$ cat config.mk
export PLATFORM = sky130hd
export DESIGN_NAME = fc_requant_argmax
export DESIGN_NICKNAME = d
export VERILOG_FILES = /design/src/rtl/fc_requant_argmax.sv
export SDC_FILE = /design/constraint.sdc
export NUM_CORES = 1
export LEC_CHECK = 0
export ABC_AREA = 1
export CORE_MARGIN = 3
export CORE_UTILIZATION = 40
export DETAILED_ROUTE_END_ITERATION = 8
export DONT_BUFFER_PORTS = 1
export GPL_TIMING_DRIVEN = 0
export HOLD_SLACK_MARGIN = 0.1
export PLACE_DENSITY_LB_ADDON = 0.05
export REMOVE_ABC_BUFFERS = 1
export SLEW_MARGIN = 20
export SYNTH_ARGS = -nofsm -noshare
export SYNTH_HDL_FRONTEND = slang
export SYNTH_HIERARCHICAL = 1
export SYNTH_SLANG_ARGS = --single-unit
$ cat constraint.sdc
create_clock -name clk -period 1.7 [get_ports clk]
set_input_delay 0.17 -clock clk [delete_from_list [all_inputs] [get_ports clk]]
set_output_delay 0.17 -clock clk [all_outputs]
set_load 0.01 [all_outputs]
$ cat src/rtl/fc_requant_argmax.sv
// Collects OUT post-ReLU neuron results per frame. Each result is requantized
// (shift + saturate) into y[] while a running argmax tracks the raw maximum.

module fc_requant_slot #(
  parameter int WIDTH = 8
) (
  input  logic             clk,
  input  logic             rst,
  input  logic             we_i,
  input  logic [WIDTH-1:0] d_i,
  output logic [WIDTH-1:0] q_o
);
  logic [WIDTH-1:0] q_q;

  always_ff @(posedge clk or posedge rst) begin
    if (rst)       q_q <= '0;
    else if (we_i) q_q <= d_i;
  end

  assign q_o = q_q;
endmodule

module fc_requant_argmax #(
  parameter int WIDTH = 8,
  parameter int IN    = 128,
  parameter int OUT   = 10,
  parameter int SHIFT = 7,
  localparam int ACC_W = WIDTH*2 + $clog2(IN),
  localparam int IDX_W = $clog2(OUT)
) (
  input  logic             clk,
  input  logic             rst,
  input  logic             clr,
  input  logic             in_valid,
  output logic             in_ready,
  input  logic [ACC_W-1:0] in_data,
  output logic             out_valid,
  input  logic             out_ready,
  output logic [WIDTH-1:0] y [0:OUT-1],
  output logic [IDX_W-1:0] max_idx,
  output logic [ACC_W-1:0] max_val
);
  typedef enum logic {COLLECT, HOLD} state_t;

  localparam int unsigned       SAT_I = (1 << (WIDTH-1)) - 1;
  localparam logic [ACC_W-1:0]  SAT_A = ACC_W'(SAT_I);
  localparam logic [WIDTH-1:0]  SAT_W = WIDTH'(SAT_I);
  localparam logic [IDX_W-1:0]  LAST  = IDX_W'(OUT-1);

  state_t           state_q;
  logic [IDX_W-1:0] cnt_q;
  logic             in_ready_q, out_valid_q;
  logic [IDX_W-1:0] max_idx_q;
  logic [ACC_W-1:0] max_val_q;

  logic             accept;
  logic [ACC_W-1:0] shifted;
  logic [WIDTH-1:0] yq_d;

  // Beats arriving alongside clr are dropped, so slots must not capture them.
  assign accept  = in_valid && in_ready_q && !clr;
  assign shifted = in_data >> SHIFT;
  assign yq_d    = (shifted > SAT_A) ? SAT_W : shifted[WIDTH-1:0];

  always_ff @(posedge clk or posedge rst) begin
    if (rst) begin
      state_q     <= COLLECT;
      cnt_q       <= '0;
      in_ready_q  <= 1'b1;
      out_valid_q <= 1'b0;
      max_idx_q   <= '0;
      max_val_q   <= '0;
    end else if (clr) begin
      state_q     <= COLLECT;
      cnt_q       <= '0;
      in_ready_q  <= 1'b1;
      out_valid_q <= 1'b0;
    end else begin
      case (state_q)
        COLLECT: if (accept) begin
          // First beat loads unconditionally; later beats need a strict win.
          if (cnt_q == '0 || in_data > max_val_q) begin
            max_val_q <= in_data;
            max_idx_q <= cnt_q;
          end
          if (cnt_q == LAST) begin
            cnt_q       <= '0;
            state_q     <= HOLD;
            in_ready_q  <= 1'b0;
            out_valid_q <= 1'b1;
          end else begin
            cnt_q <= cnt_q + 1'b1;
          end
        end
        HOLD: if (out_ready) begin
          state_q     <= COLLECT;
          in_ready_q  <= 1'b1;
          out_valid_q <= 1'b0;
        end
        default: state_q <= COLLECT;
      endcase
    end
  end

  for (genvar i = 0; i < OUT; i++) begin : g_slot
    fc_requant_slot #(.WIDTH(WIDTH)) u_slot (
      .clk  (clk),
      .rst  (rst),
      .we_i (accept && cnt_q == IDX_W'(i)),
      .d_i  (yq_d),
      .q_o  (y[i])
    );
  end

  assign in_ready  = in_ready_q;
  assign out_valid = out_valid_q;
  assign max_idx   = max_idx_q;
  assign max_val   = max_val_q;
endmodule

* Word-level counts from Yosys, hierarchy flattened *
Cells that the tools add are included.

cells by class
  add/sub/neg operators = 1
  $mul = 0
  divide/modulo/power cells = 0
  $lt $le $gt $ge = 2
  equality and inequality tests = 13
  shifts and indexed selects = 0
  multiplexer cells = 20
  bitwise gates (word level) = 2
  reduce and logical (&&, ||, !) cells = 19

operators by type and width
  operator             number
  $gt 23x23->1         1
  $eq 4x3->1 const B   4
  $gt 16x7->1 const B  1
  $mux 4               4
  $logic_and 1x1->1    12
  $mux 1               12
  $ne 3x3->1 const B   3
  $eq 4x2->1 const B   2
  $eq 4x4->1 const B   2
  $mux 8               1
  $pmux 1 s2           3
  $add 4x1->4 const B  1
  $eq 4x1->1 const B   1
  $logic_not 4->1      1
  $reduce_and 4->1     1
  $reduce_and 3->1     1
  $ne 2x2->1 const B   1
  $not 1->1            2
  $reduce_and 2->1     1
  $reduce_bool 2->1    1
  $logic_not 1->1      1
  $logic_or 1x1->1     1

storage, ports and cells
  register bits = 114
  bits in latches = 0
  memory bits (writable) = 0
  bits in read-only memories = 0
  input port bits = 28
  word-level logic and storage cells = 73
  memories = 0

* Longest topological paths before layout *
Gate-level depths: netlist of the first run.

  word-level depth = 5
  mapped depth = 16
  depth with buffers taken out = 15

* By module *
Netlist of the first run, hierarchy kept.

modules (own cells, without submodules)
  module             times used  cells each  area each (µm²)
  fc_requant_slot    10          35          309.0
  fc_requant_argmax  1           315         2303.5

* Worst setup path after synthesis of the first run *
OpenSTA, ideal clock, no wires.

  path kind = reg-to-reg
  start point = register max_val_q[22], in the netlist max_val[22]
  end point = register max_val_q[0], in the netlist max_val[0]
  library setup time = 0.116 ns
  data arrival time = 1.691 ns
  required time = 1.584 ns
  setup slack = -0.107 ns
  cell stages (with the launch flop) = 15
  clock period less this slack = 1.807 ns
  cell sequence = dfrtp_1 inv_1 ha_1 nand2_2 nor2_4 nand2_2 nor2_2 nand2_1 nand3_2 nand2_2 nand2_4 nand2_8 buf_8 nand2_2 nand2_1

between the ends
  cells in the longest elaborated chain, start to end = 3

RTL lines
  element                            line  text
  from (decl)                        54    logic [ACC_W-1:0] max_val_q;
  from (signal assigned)             83    max_val_q <= in_data;
  $gt 23x23->1                       82    if (cnt_q == '0 || in_data > max_val_q) begin
  $logic_or 1x1->1                   82
  $reduce_and 4->1 (no source line)  -

Every way passes these cells.
A chain may end at the register's enable or synchronous reset.

* Worst setup path in the final report of the first run *
  start point = register max_val_q[19], in the netlist max_val[19]
  end point = register max_val_q[12], in the netlist max_val[12]

The elaborated chain is that of the path after synthesis.

==> results.json, run 1 <==
{
  "status": "complete, but fails checks",
  "failed_checks": "setup timing",
  "r2r_slack_ns": -0.28,
  "antenna_found_initial": 0,
  "synth-seq-area-share_pct": 52.9,
  "htree_levels": 4,
  "drtAntennaViolNets": 0,
  "synth.distinct_cells": 28,
  "yosys.area_share.simple_pct": 31.4,
  "drt_wl_total_um": 15100,
  "end_kind": "flop",
  "vdd_drop_max_mv": 0.829,
  "synth_top_area_share_pct": 52.4,
  "synth.avg_cell_area_um2": 8.11,
  "syn_area_um2": 5390,
  "yosysWarnings": 6,
  "grt-ovfl-total": 0,
  "synth_edf_count": 0,
  "path_clk_slew_ns": 0.05,
  "dp_hpwl_um": 9580,
  "cellPowerDensity_nw_per_um2": 1740,
  "hp-start": "clr",
  "gr-usage-all-layers_pct": 20.6,
  "fin_cells": 924,
  "gp_congestion": 0.790,
  "grt_pass1_vias": 4322,
  "grt_max_degree": 23,
  "placedCellCount": 830,
  "num_rows": 41,
  "r2r-end": "max_val[12]",
  "die_w_um": 122,
  "final_core_util_pct": 56.3,
  "synth-xor-area-share_pct": 0,
  "fin_ws_ns": -0.276,
  "syn_to_final_growth_pct": 34.4,
  "core_area_um2": 12900,
  "drc": 0,
  "tightestPinTransition_ns": 0.641,
  "period_needed_ns": 1.98,
  "cts.sinks": 114,
  "arrival_ns": 2.32,
  "holdPathEnd": "g_slot[1].u_slot/q_o[6]",
  "clk_latency_ns": 0.41,
  "synth_area_leaders": "dfrtp_1 (52%), nand2_1 (24%), ha_1 (5.3%)",
  "clock_path_buffers": 2,
  "initial_core_util_pct": 41.9,
  "r2r_start": "max_val[19]",
  "setup_violations": 27,
  "crit_fanout": 14,
  "hold_viol": 0,
  "rsz0062_at_grt": "true",
  "max_slew_margin_pct": 57.1,
  "yosysTopAreaCell": "dfrtp_1",
  "n_antenna_cell": 0,
  "p_leak_nw": 3.75,
  "hold_path.class": "in2reg",
  "finalMaxSlewViolations": 0,
  "async_flop_share_pct": 100,
  "synth-adder-area-share_pct": 5.34,
  "dr_total_vias": 4363,
  "nets": 790,
  "synth_compound_area_share_pct": 1.90,
  "floorplan.die.height_um": 122,
  "synth-main-ff-cell": "dfrtp_1",
  "drt-pass1-iter-count": 4,
  "critPathKind": "reg2reg",
  "grt_pass1_wl_um": 22800,
  "yosysMostFrequentCell": "nand2_1",
  "io_pins": 137,
  "synth_cells": 665,
  "clock_skew_ns": 0.00495,
  "drt_iter0_markers": 174,
  "max_cap_violations": 0,
  "worst_setup_path_start_kind": "flop",
  "final_layout_size_suffix_gt1_share_pct": 25.8,
  "die-area_um2": 14900,
  "synth_top_family_by_area": "simple AND/OR/NAND/NOR gates",
  "fmax_mhz": 506,
  "cts_tree": "yes",
  "worstPathRequired_ns": 2.05,
  "synth.mux.area_fraction_pct": 0,
  "synth_seq_cells": 114,
  "synthTopCellsByCount": "nand2_1 (340), dfrtp_1 (113), inv_1 (64), nand3_1 (27), nor2_1 (25)",
  "hold_depth": 5,
  "viasPerCell": 4.72,
  "numCtsBuffers": 17,
  "fin_crit_sh_pct": 116,
  "numPortBuffers": 0,
  "cts_root_buf": "clkbuf_16",
  "wire_per_inst_um": 16.4,
  "r2r_cells": 12
}
through the flow:
stage	TNS (ns)	area, um2	power (W)	worst slack [ns]	hold slack, ns
2_1_floorplan	-6.89	5250	0.00697	-0.181	-0.0143
3_3_place_gp	-59.76	5470	0.00768	-0.657	0.0140
3_5_place_dp	-58.10	5490	0.00780	-0.683	0.0155
4_1_cts	-7.78	6850	0.0123	-0.279	0.187
5_1_grt	-10.90	7250	0.0135	-0.378	0.122
6_report	-6.75	7250	0.0126	-0.276	0.109
worst max path at each step:
stage	cells after the start	start	end	slack [ns]
floorplan	13	max_val[22]	max_idx[3]	-0.18
global placement	6	in_data[22]	g_slot[5].u_slot/q_o[6]	-0.66
detailed placement	7	in_ready	g_slot[8].u_slot/q_o[3]	-0.68
CTS	12	max_val[9]	max_idx[0]	-0.28
global route	12	max_val[19]	max_val[10]	-0.38
finish	12	max_val[19]	max_val[12]	-0.28
placed cells by master (no fill, tap or decap), types with 3 or more instances in the layout:
cell type / count
dfrtp_2: 6
nand2_1: 314
nor2_4: 14
nand2_2: 35
bufinv_16: 3
nand3_2: 24
dfrtp_1: 107
clkbuf_8: 4
clkbuf_16: 17
nand3_1: 4
o21ai_0: 3
conb_1: 10
ha_4: 12
clkinvlp_4: 3
nand2_8: 5
a21oi_1: 9
dlygate4sd3_1: 26
buf_12: 6
inv_1: 51
nand2_4: 3
buf_4: 22
clkinv_2: 3
nor2_1: 12
nor2_2: 3
inv_2: 21
ha_1: 11
buf_6: 6
layer usage:
layer / global-route usage, % / part of all wire [%] / wire length (um) / up-vias
li1: - / - / - / 2157
met4: 7.63 / 1.5 / 225 / 0
met2: 35.5 / 52 / 7880 / 123
met3: 7.06 / 7.8 / 1180 / 18
met5: 0 / 0 / 0 / -
met1: 23.8 / 39 / 5850 / 2065
what timing repair did:
action	in CTS	in global routing
pin swaps	23	18
gates resized for setup	59	68
setup endpoints to repair	109	93
cloned	3	0
endpoints found under the hold margin	142	0
setup buffers	18	15
hold buffers	26	0
critical path, stage by stage (launching register included):
cell     delay [ns]
dfrtp_1        0.42
inv_1          0.08
ha_1           0.30
nand2_2        0.06
nor2_4         0.13
nand2_2        0.08
nor2_4         0.10
nand4_1        0.14
nand2_4        0.15
nand2_8        0.11
nand2_8        0.16
nand2_1        0.08
nand2_1        0.07
registers in the layout, indices dropped and copies added, names as in the netlist:
signal             cells
cnt_q                  4
g_slot.u_slot/q_o     80
in_ready               1
max_idx                4
max_val               23
out_valid              1
state_q                1
kinds of logic (layout without fill, tap and decap cells):
family,count (synthesis),in the layout
flip-flops,114,114
AO/OA/AOI/OAI,18,18
buffers and inverters,91,166
adder cells (fa/ha/maj),23,23
AND/OR/NAND/NOR,418,421
other,1,10
report_power, final:
group          leakage, nW  total, W  switching, W  internal [W]
logic                 2.00   0.00349       0.00202       0.00147
registers             1.46   0.00539       0.00155       0.00385
clock network        0.295   0.00369       0.00124       0.00245
layout make-up:
class	count	area [um2]
Clock inverter	9	128
Sequential cell	114	2860
Multi-Input combinational cell	472	2660
Clock buffer	23	488
Timing Repair Buffer	60	613
Fill cell	1172	5630
Tap cell	172	215
Inverter	74	285
Power figures use the tool's default switching activity.
==> run 2: changes to the inputs <==
- clock period: 1.7 -> 2.4 ns (I/O delays scaled with it)
==> run 2 against run 1 <==
Against the previous run: register-to-register slack better by 0.51 ns; routed wire length is 6.8% lower; combinational power is 50% lower; final area is 12% lower; die area stayed put; via count is 4.9% lower; fmax is 8.7% lower; final cell count is 3.8% lower; sequential power is 30% lower; sequential share of layout area is 5.2 points higher; the run now ends clean; non-clock buffer count is 33 lower; first-iteration DRC count is 5.7% higher.
==> results.json, run 2 (synthesis results as in run 1) <==
{
  "n_antenna_cell": 0,
  "cp_cell_sequence": "inv_1 -> ha_1 -> nand2_1 -> nor2_1 -> nand2_2 -> nor2_2 -> nand2_1 -> nand3_2 -> nand2_2 -> nand2_8 -> nand2_8 -> nand2_1 -> nand2_1",
  "num_rows": 41,
  "drtAntennaViolNets": 0,
  "worstPathRequired_ns": 2.70,
  "io_pins": 137,
  "dp_hpwl_um": 9580,
  "rsz0062_at_grt": "false",
  "critPathKind": "reg2reg",
  "cts_root_buf": "clkbuf_16",
  "antenna_found_initial": 0,
  "initial_core_util_pct": 41.9,
  "cts.sinks": 114,
  "core_area_um2": 12900,
  "fin_crit_sh_pct": 90.2,
  "layout_common_cells": "nand2_1 (340), dfrtp_1 (113), inv_1 (63), nand3_1 (27), dlygate4sd3_1 (26)",
  "largest_register_ffs": 80,
  "hold_path.class": "in2reg",
  "arrival_ns": 2.46,
  "grt-ovfl-total": 0,
  "hold_viol": 0,
  "path_clk_slew_ns": 0.05,
  "grt_pass1_vias": 4122,
  "syn_to_final_growth_pct": 18.5,
  "viasPerCell": 4.67,
  "drt-pass1-iter-count": 4,
  "die-area_um2": 14900,
  "place_ws_ns": 0.0172,
  "fmax_mhz": 462,
  "multi_input_area_um2": 2150,
  "clk_latency_ns": 0.41,
  "status": "finished clean",
  "placedCellCount": 830,
  "critPathMaxStageDelay_ns": 0.42,
  "htree_levels": 4,
  "cellPowerDensity_nw_per_um2": 1270,
  "floorplan.die.height_um": 122,
  "final.fill_count": 1253,
  "end_kind": "flop",
  "fin_ws_ns": 0.236,
  "place_area_um2": 5490,
  "path_common_cell": "nand2_1",
  "final_layout_size_suffix_gt1_share_pct": 9.07,
  "p_leak_nw": 3.50,
  "vdd_drop_max_mv": 0.495,
  "crit_buf_inv": 1,
  "wire_per_inst_um": 15.9,
  "cts_tree": "yes",
  "die_w_um": 122,
  "clock_skew_ns": 0.00552,
  "setup_violations": 0,
  "dr_total_vias": 4151,
  "drt_iter0_markers": 184,
  "gr-usage-all-layers_pct": 19.6,
  "numCtsBuffers": 17,
  "drt_wl_total_um": 14100,
  "grt_pass1_wl_um": 21800,
  "drc": 0,
  "finalMaxSlewViolations": 0,
  "critPathTopFamily": "simple AND/OR/NAND/NOR gates",
  "numPortBuffers": 0,
  "max_slew_margin_pct": 47.5,
  "setup_tns_ns": 0,
  "period_needed_ns": 2.16,
  "clock_path_buffers": 2,
  "nets": 755,
  "final_common_cell": "nand2_1",
  "max_cap_violations": 0,
  "tightestPinTransition_ns": 0.782,
  "gp_congestion": 0.790,
  "grt_max_degree": 30,
  "worst_setup_path_start_kind": "flop",
  "crit_fanout": 28,
  "regArea_um2": 2850,
  "critPathSlowestCell": "dfrtp_1",
  "fin_cells": 889,
  "final_area_um2": 6390
}
[run 2: routing by layer]
layer  up-vias  GRT usage (%)  part of all wire [%]
met5         -              0                     0
met4         0           7.56                   1.3
met3        15           7.20                   8.3
met2       113           33.4                    51
met1      1942           22.5                    39
li1       2081              -                     -
[run 2: final timing paths]
kind	to	depth (start not counted)	startpoint	slack (ns)
hold / removal	in_ready	3	out_ready	0.12
min in group asynchronous	g_slot[4].u_slot/q_o[3]	2	rst	0.56
max in group asynchronous	in_ready	3	rst	1.30
setup / recovery	max_val[12]	13	max_val[18]	0.24
setup reg to reg	max_val[12]	13	max_val[18]	0.24
hold reg to reg	g_slot[5].u_slot/q_o[0]	2	g_slot[5].u_slot/q_o[0]	0.53
[run 2: layout make-up]
| class | instances | share of cell area, % |
|---|---|---|
| Sequential cell | 114 | 44.7 |
| Multi-Input combinational cell | 470 | 33.6 |
| Clock buffer | 23 | 7.64 |
| Timing Repair Buffer | 27 | 4.39 |
| Inverter | 74 | 4.35 |
| Tap cell | 172 | 3.37 |
| Clock inverter | 9 | 2.00 |
[run 2: stage by stage]
stage                     utilization (%)  hold slack (ns)  power [W]
after floorplan                         -           0.0557    0.00494
after global placement               42.5           0.0840    0.00544
after detailed placement             42.6           0.0855    0.00552
after CTS                            49.4            0.106    0.00822
after global routing                 49.6            0.119    0.00874
final                                49.6            0.123    0.00811
[run 2: report_power, final]
part	switching (W)	total [W]	internal, W	leakage, nW
clock network	0.000861	0.00260	0.00174	0.295
logic	0.00106	0.00173	0.000666	1.74
registers	0.00107	0.00378	0.00272	1.46
total	0.00299	0.00811	0.00512	3.50
[run 2: tightest hold or removal path, cell delays in order]
cell and delay [ns]:
nor2_1 0.02, a21oi_1 0.15, o21ai_0 0.10
[run 2: what timing repair did]
item,in CTS,in global routing
gates resized for setup,0,1
buffers inserted,0,0
hold buffers,26,0
hold endpoints to repair,141,0
setup endpoints to repair,0,27
